### config.mk
export PLATFORM = sky130hd
export DESIGN_NAME = snax_gemmx_launch_ctrl
export DESIGN_NICKNAME = d
export VERILOG_FILES = /design/src/rtl/snax_gemmx_ctrl_pkg.sv /design/src/rtl/snax_gemmx_job_fifo.sv /design/src/rtl/snax_gemmx_launch_ctrl.sv
export SDC_FILE = /design/constraint.sdc
export NUM_CORES = 1
export LEC_CHECK = 0
export CAP_MARGIN = 40
export CORE_UTILIZATION = 47
export CTS_CLUSTER_DIAMETER = 80
export DETAILED_ROUTE_END_ITERATION = 8
export PLACE_DENSITY = 0.76
export SLEW_MARGIN = 25
export SYNTH_ARGS = -nofsm -noshare
export SYNTH_HDL_FRONTEND = slang
export SYNTH_HIERARCHICAL = 1
export SYNTH_SLANG_ARGS = --single-unit
### constraint.sdc
create_clock -name clk_i -period 13.5 [get_ports clk_i]
set_input_delay 2.7 -clock clk_i [delete_from_list [all_inputs] [get_ports clk_i]]
set_output_delay 2.7 -clock clk_i [all_outputs]
set_load 0.03 [all_outputs]
### src/rtl/snax_gemmx_ctrl_pkg.sv
// rtl/snax_gemmx_ctrl_pkg.sv - shared types and constants for the GEMMX launch controller
package snax_gemmx_ctrl_pkg;

  localparam int unsigned WordWidth = 32;

  localparam int unsigned IdxK        = 0;
  localparam int unsigned IdxN        = 1;
  localparam int unsigned IdxM        = 2;
  localparam int unsigned IdxSub      = 3;
  localparam int unsigned IdxSimd0    = 4;
  localparam int unsigned IdxSimd3    = 7;
  localparam int unsigned IdxBypass   = 8;
  localparam int unsigned IdxReserved = 9;

  typedef struct packed {
    logic [3:0][WordWidth-1:0] gemm;
    logic [3:0][WordWidth-1:0] simd;
    logic                      bypass;
    logic [WordWidth-1:0]      reserved;
  } job_t;

  typedef enum logic [1:0] {
    StIdle     = 2'd0,
    StIssue    = 2'd1,
    StWaitBusy = 2'd2,
    StRun      = 2'd3
  } state_e;

  // A job with any zero loop bound does no work and is retired without launching.
  function automatic logic has_zero_dim(input job_t job);
    return (job.gemm[IdxK] == '0) || (job.gemm[IdxN] == '0) || (job.gemm[IdxM] == '0);
  endfunction

endpackage

### src/rtl/snax_gemmx_job_fifo.sv
// rtl/snax_gemmx_job_fifo.sv - synchronous FIFO holding complete job records
module snax_gemmx_job_fifo #(
  parameter int unsigned Depth = 2,
  parameter int unsigned Width = 8,
  localparam int unsigned CntW = $clog2(Depth + 1),
  localparam int unsigned PtrW = (Depth > 1) ? $clog2(Depth) : 1
) (
  input  logic             clk,
  input  logic             rst_n,
  input  logic             push,
  input  logic [Width-1:0] push_data,
  input  logic             pop,
  output logic [Width-1:0] pop_data,
  output logic [CntW-1:0]  count,
  output logic             full,
  output logic             empty
);

  logic [Width-1:0] mem [Depth];
  logic [PtrW-1:0]  wr_ptr;
  logic [PtrW-1:0]  rd_ptr;
  logic             do_push;
  logic             do_pop;

  // A full queue refuses a push even when the head leaves in the same cycle.
  assign do_push  = push && !full;
  assign do_pop   = pop && !empty;
  assign full     = (count == CntW'(Depth));
  assign empty    = (count == '0);
  assign pop_data = mem[rd_ptr];

  function automatic logic [PtrW-1:0] next_ptr(input logic [PtrW-1:0] ptr);
    return (ptr == PtrW'(Depth - 1)) ? '0 : ptr + PtrW'(1);
  endfunction

  always_ff @(posedge clk) begin
    if (do_push) begin
      mem[wr_ptr] <= push_data;
    end
  end

  always_ff @(posedge clk or negedge rst_n) begin
    if (!rst_n) begin
      wr_ptr <= '0;
      rd_ptr <= '0;
      count  <= '0;
    end else begin
      if (do_push) begin
        wr_ptr <= next_ptr(wr_ptr);
      end
      if (do_pop) begin
        rd_ptr <= next_ptr(rd_ptr);
      end
      case ({do_push, do_pop})
        2'b10:   count <= count + CntW'(1);
        2'b01:   count <= count - CntW'(1);
        default: count <= count;
      endcase
    end
  end

endmodule

### src/rtl/snax_gemmx_launch_ctrl.sv
// rtl/snax_gemmx_launch_ctrl.sv - queues CSR job records and launches them on the GEMMX accelerator
module snax_gemmx_launch_ctrl
  import snax_gemmx_ctrl_pkg::*;
#(
  parameter int unsigned RegRWCount   = 10,
  parameter int unsigned RegDataWidth = 32,
  parameter int unsigned QueueDepth   = 2,
  localparam int unsigned PendW = $clog2(QueueDepth + 2),
  localparam int unsigned CntW  = $clog2(QueueDepth + 1)
) (
  input  logic                                   clk_i,
  input  logic                                   rst_ni,
  input  logic [RegRWCount-1:0][RegDataWidth-1:0] csr_reg_set_i,
  input  logic                                   csr_reg_set_valid_i,
  output logic                                   csr_reg_set_ready_o,
  output logic [3:0][RegDataWidth-1:0]           gemm_cfg_o,
  output logic                                   gemm_cfg_valid_o,
  input  logic                                   gemm_cfg_ready_i,
  output logic [3:0][RegDataWidth-1:0]           simd_cfg_o,
  output logic                                   simd_cfg_valid_o,
  input  logic                                   simd_cfg_ready_i,
  output logic                                   bypass_simd_o,
  input  logic                                   acc_busy_i,
  output logic [PendW-1:0]                       pending_jobs_o,
  output logic [31:0]                            done_count_o,
  output logic                                   ctrl_busy_o
);

  job_t            in_job;
  job_t            head;
  logic            fifo_pop;
  logic [CntW-1:0] fifo_count;
  logic            fifo_full;
  logic            fifo_empty;
  state_e          state;
  logic            unused_bits;

  always_comb begin
    in_job          = '0;
    in_job.gemm     = csr_reg_set_i[IdxSub:IdxK];
    in_job.simd     = csr_reg_set_i[IdxSimd3:IdxSimd0];
    in_job.bypass   = csr_reg_set_i[IdxBypass][0];
    in_job.reserved = csr_reg_set_i[IdxReserved];
  end

  // Only bit 0 of the bypass word and none of the reserved word affect behaviour.
  assign unused_bits = ^{csr_reg_set_i[IdxBypass][RegDataWidth-1:1], head.reserved};

  snax_gemmx_job_fifo #(
    .Depth (QueueDepth),
    .Width ($bits(job_t))
  ) u_job_fifo (
    .clk       (clk_i),
    .rst_n     (rst_ni),
    .push      (csr_reg_set_valid_i),
    .push_data (in_job),
    .pop       (fifo_pop),
    .pop_data  (head),
    .count     (fifo_count),
    .full      (fifo_full),
    .empty     (fifo_empty)
  );

  assign fifo_pop            = (state == StIdle) && !fifo_empty;
  assign csr_reg_set_ready_o = !fifo_full;
  assign pending_jobs_o      = PendW'(fifo_count) + PendW'(state != StIdle);
  assign ctrl_busy_o         = (state != StIdle) || !fifo_empty;

  always_ff @(posedge clk_i or negedge rst_ni) begin
    if (!rst_ni) begin
      state            <= StIdle;
      gemm_cfg_o       <= '0;
      simd_cfg_o       <= '0;
      bypass_simd_o    <= 1'b0;
      gemm_cfg_valid_o <= 1'b0;
      simd_cfg_valid_o <= 1'b0;
      done_count_o     <= '0;
    end else begin
      case (state)
        StIdle: begin
          if (!fifo_empty) begin
            gemm_cfg_o    <= head.gemm;
            simd_cfg_o    <= head.simd;
            bypass_simd_o <= head.bypass;
            if (has_zero_dim(head)) begin
              done_count_o <= done_count_o + 32'd1;
            end else begin
              state            <= StIssue;
              gemm_cfg_valid_o <= 1'b1;
              simd_cfg_valid_o <= !head.bypass;
            end
          end
        end
        StIssue: begin
          // Channels are independent; leave once neither has an outstanding config.
          if (gemm_cfg_ready_i) begin
            gemm_cfg_valid_o <= 1'b0;
          end
          if (simd_cfg_ready_i) begin
            simd_cfg_valid_o <= 1'b0;
          end
          if ((!gemm_cfg_valid_o || gemm_cfg_ready_i) &&
              (!simd_cfg_valid_o || simd_cfg_ready_i)) begin
            state <= StWaitBusy;
          end
        end
        StWaitBusy: begin
          if (acc_busy_i) begin
            state <= StRun;
          end
        end
        StRun: begin
          if (!acc_busy_i) begin
            done_count_o <= done_count_o + 32'd1;
            state        <= StIdle;
          end
        end
        default: state <= StIdle;
      endcase
    end
  end

endmodule

* Word level (Yosys, flattened, before mapping)
Memories as Yosys holds them, arrays and structs flattened.
Index checks and enable logic that the tools add are counted.
** Word-level totals
- Input bits :: 326
- Memories :: 1
- Output and inout port bits :: 295
- Register bits after elaboration :: 297
- Bits in writable memories :: 578
** Memories
- u_job_fifo.mem :: words 2, width 289, rd ports 1, clocked after Yosys merged registers in 0, write ports 1, line snax_gemmx_job_fifo.sv:19 : logic [Width-1:0] mem [Depth];
** Cells by class
- Bitwise gates (word level) :: 1
- Add/subtract/negate cells :: 6
- Eq/ne operators :: 14
- Reductions and logical operators :: 28
- Mux-type cells :: 23
** Operators by type and width (number)
- $logic_not 32->1 :: 3
- $mux 32 :: 3
- $pmux 32 s2 :: 1
- $add 32x1->32 const B :: 1
- $ne 2x2->1 const B :: 7
- $reduce_and 4->1 :: 3
- $mux 1 :: 10
- $mux 2 :: 5
- $eq 2x2->1 const B :: 4
- $pmux 2 s4 :: 1
- $reduce_bool 2->1 :: 4
- $logic_not 1->1 :: 5
- $logic_or 1x1->1 :: 5
- $reduce_and 5->1 :: 1
- $eq 2x1->1 const B :: 2
- $logic_and 1x1->1 :: 4
- $logic_not 2->1 :: 2
- $pmux 1 s2 :: 2
- $pmux 2 s2 :: 1
- $add 1x1->1 const B :: 2
- $add 2x1->2 :: 1
- $add 2x1->2 const B :: 1
- $ne 2x1->1 const B :: 1
- $reduce_and 2->1 :: 1
- other kinds (2) :: 2

* Depth between registers and ports, before layout
An unclocked memory read counts as a cell.
- Depth in word-level cells :: 7
- Mapped depth :: 11
- Depth with buffers taken out :: 9

* By module
Netlist, hierarchy kept.
** By module, submodules not included
- snax_gemmx_job_fifo :: sequential area each 17456.7 um^2, times used 1, area each 21411.8 um^2, cells each 917
- snax_gemmx_launch_ctrl :: sequential area each 7332.0 um^2, times used 1, area each 11685.0 um^2, cells each 1305

* Least setup slack after synthesis
OpenSTA, ideal clock, no wires.
- Kind :: input -> register
- Start point :: input port csr_reg_set_valid_i
- End point :: memory u_job_fifo/mem[0][0] (netlist name) (enable)
- Stages :: 2
- Setup time :: 0.945 ns
- Slack :: -2.205 ns
- Path buffers :: 0
- Required time :: 12.555 ns
- Arrival time :: 14.761 ns
- Cell sequence :: nand2_1 -> nor2_1
** Between the ends
- Word-level cells in the longest chain between the ends :: 3
** RTL lines
- start: declaration :: line snax_gemmx_launch_ctrl.sv:14 : input logic csr_reg_set_valid_i,
- $logic_and 1x1->1 :: line snax_gemmx_job_fifo.sv:26 : assign do_push = push && !full;
- $mux 1 :: line snax_gemmx_job_fifo.sv:37 : if (do_push) begin
- $mux 1 (not written as such) :: line snax_gemmx_job_fifo.sv:38 : mem[wr_ptr] <= push_data;
- end: declaration :: line snax_gemmx_job_fifo.sv:19
Every way passes these cells.

* Worst setup path after layout
- Start point :: register state[0]
- End point :: output port pending_jobs_o[1]
** Between the ends
- Word-level cells in the longest chain between the ends :: 2
** RTL lines
- start: declaration :: line snax_gemmx_launch_ctrl.sv:35 : state_e state;
- start signal: assignment :: line snax_gemmx_launch_ctrl.sv:71 : state <= StIdle;
- start signal: assignment :: line snax_gemmx_launch_ctrl.sv:88 : state <= StIssue;
- start signal: assignment :: line snax_gemmx_launch_ctrl.sv:104 : state <= StWaitBusy;
- $reduce_bool 2->1 :: line snax_gemmx_launch_ctrl.sv:66 : assign pending_jobs_o = PendW'(fifo_count) + PendW'(state != StIdle);
- $add 2x1->2 :: line snax_gemmx_launch_ctrl.sv:66
- end: declaration :: line snax_gemmx_launch_ctrl.sv:24 : output logic [PendW-1:0] pending_jobs_o,
Every way passes these cells.

==> flow_summary_export.csv <==
group,metric,value,unit
run_status,status,"finished clean",
placement,placed_cells,3477,
setup_path,max_stage_delay,760,ps
timing,fmax,0.184,GHz
die,die_height,258,um
timing,tightest_slew,882,ps
routing,routed_wirelength,75000,um
final_layout,drive_above_1_share,0.157,
setup_path,crit_fanout,6,
final_layout,seqCellArea,22900,sq um
timing,timing.final.crit_share,0.402,
cts,clkTransAtPathRegs,60,ps
final_layout,n_fill_cell,4686,
die,dieArea,66600,sq um
cts,cts_made_buffers,83,
routing,first_pass_iters,5,
die,io_pins,621,
final_layout,instances_no_fill,3653,
timing,layout_min_cycle_time,5430,ps
setup_path,cp.required,10800,ps
timing,finalSetupViolCount,0,
grt,grt_overflow,0,
power_and_ir_drop,leakage,16.4,nW
routing,ant_nets,0,
final_layout,multi_input_area,7450,sq um
setup_path,crit_path_cell_trace,"inv_1 -> ha_1 -> inv_2 -> ha_1 -> xor2_1 -> clkdlybuf4s50_1",
synthesis,yosysWarningCount,6,
cts,root_buffer,"clkbuf_16",
cts,cts_sinks,811,
synthesis,syn_nets,2456,
timing,fin_worst_skew,21.1,ps
grt,track_usage,0.222,
die,core,64600,sq um
hold_path,holdPathStages,1,
timing,hold_viol_final,0,
cts,cts.repair.resized,0,
routing,viasPerCell,5.11,
setup_path,arrival,2730,ps
power_and_ir_drop,ir_drop,175,uV
cts,cts_tree,"yes",
die,start_util,0.477,
cts,cts_setup_buffers,0,
setup_path,r2r_cells,10,
placement,hpwl,49700,um
cts,cts_hold_buf,0,
grt,grt_pass1_wl,113000,um
final_layout,syn_to_final_growth,31.0,%
timing,setup-tns-final,0,ps
setup_path,worstSetupEndpointType,"primary output",
die,die_x,258,um
power_and_ir_drop,powerDensity,245,nW/um^2
setup_path,reg2reg_from,"u_job_fifo/rd_ptr",
setup_path,cp-start-kind,"flop",
cts,clkLatencyLatePin,610,ps
hold_path,hp-start,"done_count_o[31]",
routing,drc,0,
routing,drt_iter0_markers,1184,
setup_path,crit_buf_inv,3,
placement,place_congestion,0.850,
hold_path,hp-class,"reg2reg",
grt,grt_start_max_net_pins,125,
timing,timing.hold.ws,470,ps
synthesis,syn_area,30800,sq um
timing,slew_viol_final,0,
timing,relSlewSlack,0.412,
grt,grt_pass1_vias,19718,
final_layout,final_core_util,0.625,
setup_path,cpMaxStageDelayCell,"clkdlybuf4s50_1",
synthesis,synthCells,2123,
timing,rsz0062_at_grt,"no",
cts,cts_max_level,3,
placement,portBuffers,557,
setup_path,r2r_slack,9410,ps
setup_path,crit_type,"reg2out",
setup_path,regToRegEndpoint,"done_count_o[1]",
grt,antenna_found_initial,28,
setup_path,crit_family,"buffers and inverters",
cts,ctsLongestPathBuffers,3,
hold_path,hold_end,"done_count_o[31]",
final_layout,final_nets,3045,
flow_run,drv_cap,0,
setup_path,crit_path_frequent_cell,"ha_1",
die,num_rows,93,
routing,vias,18655,
routing,post_drt_wl_per_cell,20.5,um
synthesis,avgSynthCellArea,14.5,sq um
## sequential cells by signal (all words and copies together), names as in the netlist
signal,cells
bypass_simd_o,1
done_count_o,32
gemm_cfg_o,128
gemm_cfg_valid_o,1
simd_cfg_o,128
simd_cfg_valid_o,1
state,2
u_job_fifo/count,2
u_job_fifo/mem,514
u_job_fifo/rd_ptr,1
u_job_fifo/wr_ptr,1
## cell type report
class,instances,area share
diodes,18,0.00112
clock buffers,128,0.0597
clock inverters,25,0.00664
inverters,13,0.00140
multi-input cells,1208,0.185
flip-flops and latches,811,0.567
well taps,855,0.0265
repair buffers,595,0.153
## worst max-delay path by stage
stage	start	depth (start not counted)	to	slack (ps)
2_1_floorplan	csr_reg_set_valid_i	2	u_job_fifo/mem[0][100]	3540
3_5_place_dp	csr_reg_set_valid_i	6	u_job_fifo/mem[1][89]	7440
4_1_cts	state[0]	6	pending_jobs_o[1]	8000
5_1_grt	state[0]	6	pending_jobs_o[1]	7950
3_3_place_gp	csr_reg_set_valid_i	4	u_job_fifo/mem[1][84]	7130
6_report	state[0]	6	pending_jobs_o[1]	8070
## layout by cell type, fill, tap and decap left out, types with 2 or more instances in the layout
cell type and count:
xor2_1 32, nor2_2 2, clkinv_1 4, and3_1 6, clkinv_8 3, nor2b_1 2, inv_1 11, o21ai_0 3
mux2_4 100, buf_16 12, nand2b_1 2, nor3_1 13, clkbuf_16 85, nor4_2 11, ha_1 7, nor4_1 27
buf_4 21, xnor2_1 5, clkbuf_1 31, edfxtp_1 514, clkdlybuf4s50_1 556, clkbuf_8 12, nand4_1 16, nor2_1 12
clkinv_2 9, nand2_1 789, mux2_2 158, diode_2 18, buf_12 5, nand3_1 7, bufinv_16 3, nor3b_1 2
dfrtp_1 296, clkinvlp_4 2
## power by group
| group | total (mW) | switching [mW] | internal [mW] |
|---|---|---|---|
| Clock | 2.22 | 0.929 | 1.29 |
| Combinational | 3.85 | 2.31 | 1.54 |
| Sequential | 3.80 | 0.335 | 3.47 |
## through the flow
step | power, mW | setup WS, ps | area (sq um)
3_3_place_gp | 7.50 | 7130 | 37200
4_1_cts | 9.93 | 8000 | 40200
3_5_place_dp | 7.67 | 7440 | 37500
6_report | 9.87 | 8070 | 40300
2_1_floorplan | 6.24 | 3540 | 30800
5_1_grt | 10.3 | 7950 | 40300
## per-layer routing
layer	part of all wire	up-vias	global-route usage	routed length, um
met1	0.38	9262	0.260	28600
met5	0.0014	-	0	107
met2	0.50	652	0.372	37300
met4	0.047	16	0.116	3500
li1	-	8544	-	-
met3	0.074	181	0.0616	5540
(Power assumes the default switching activity.)
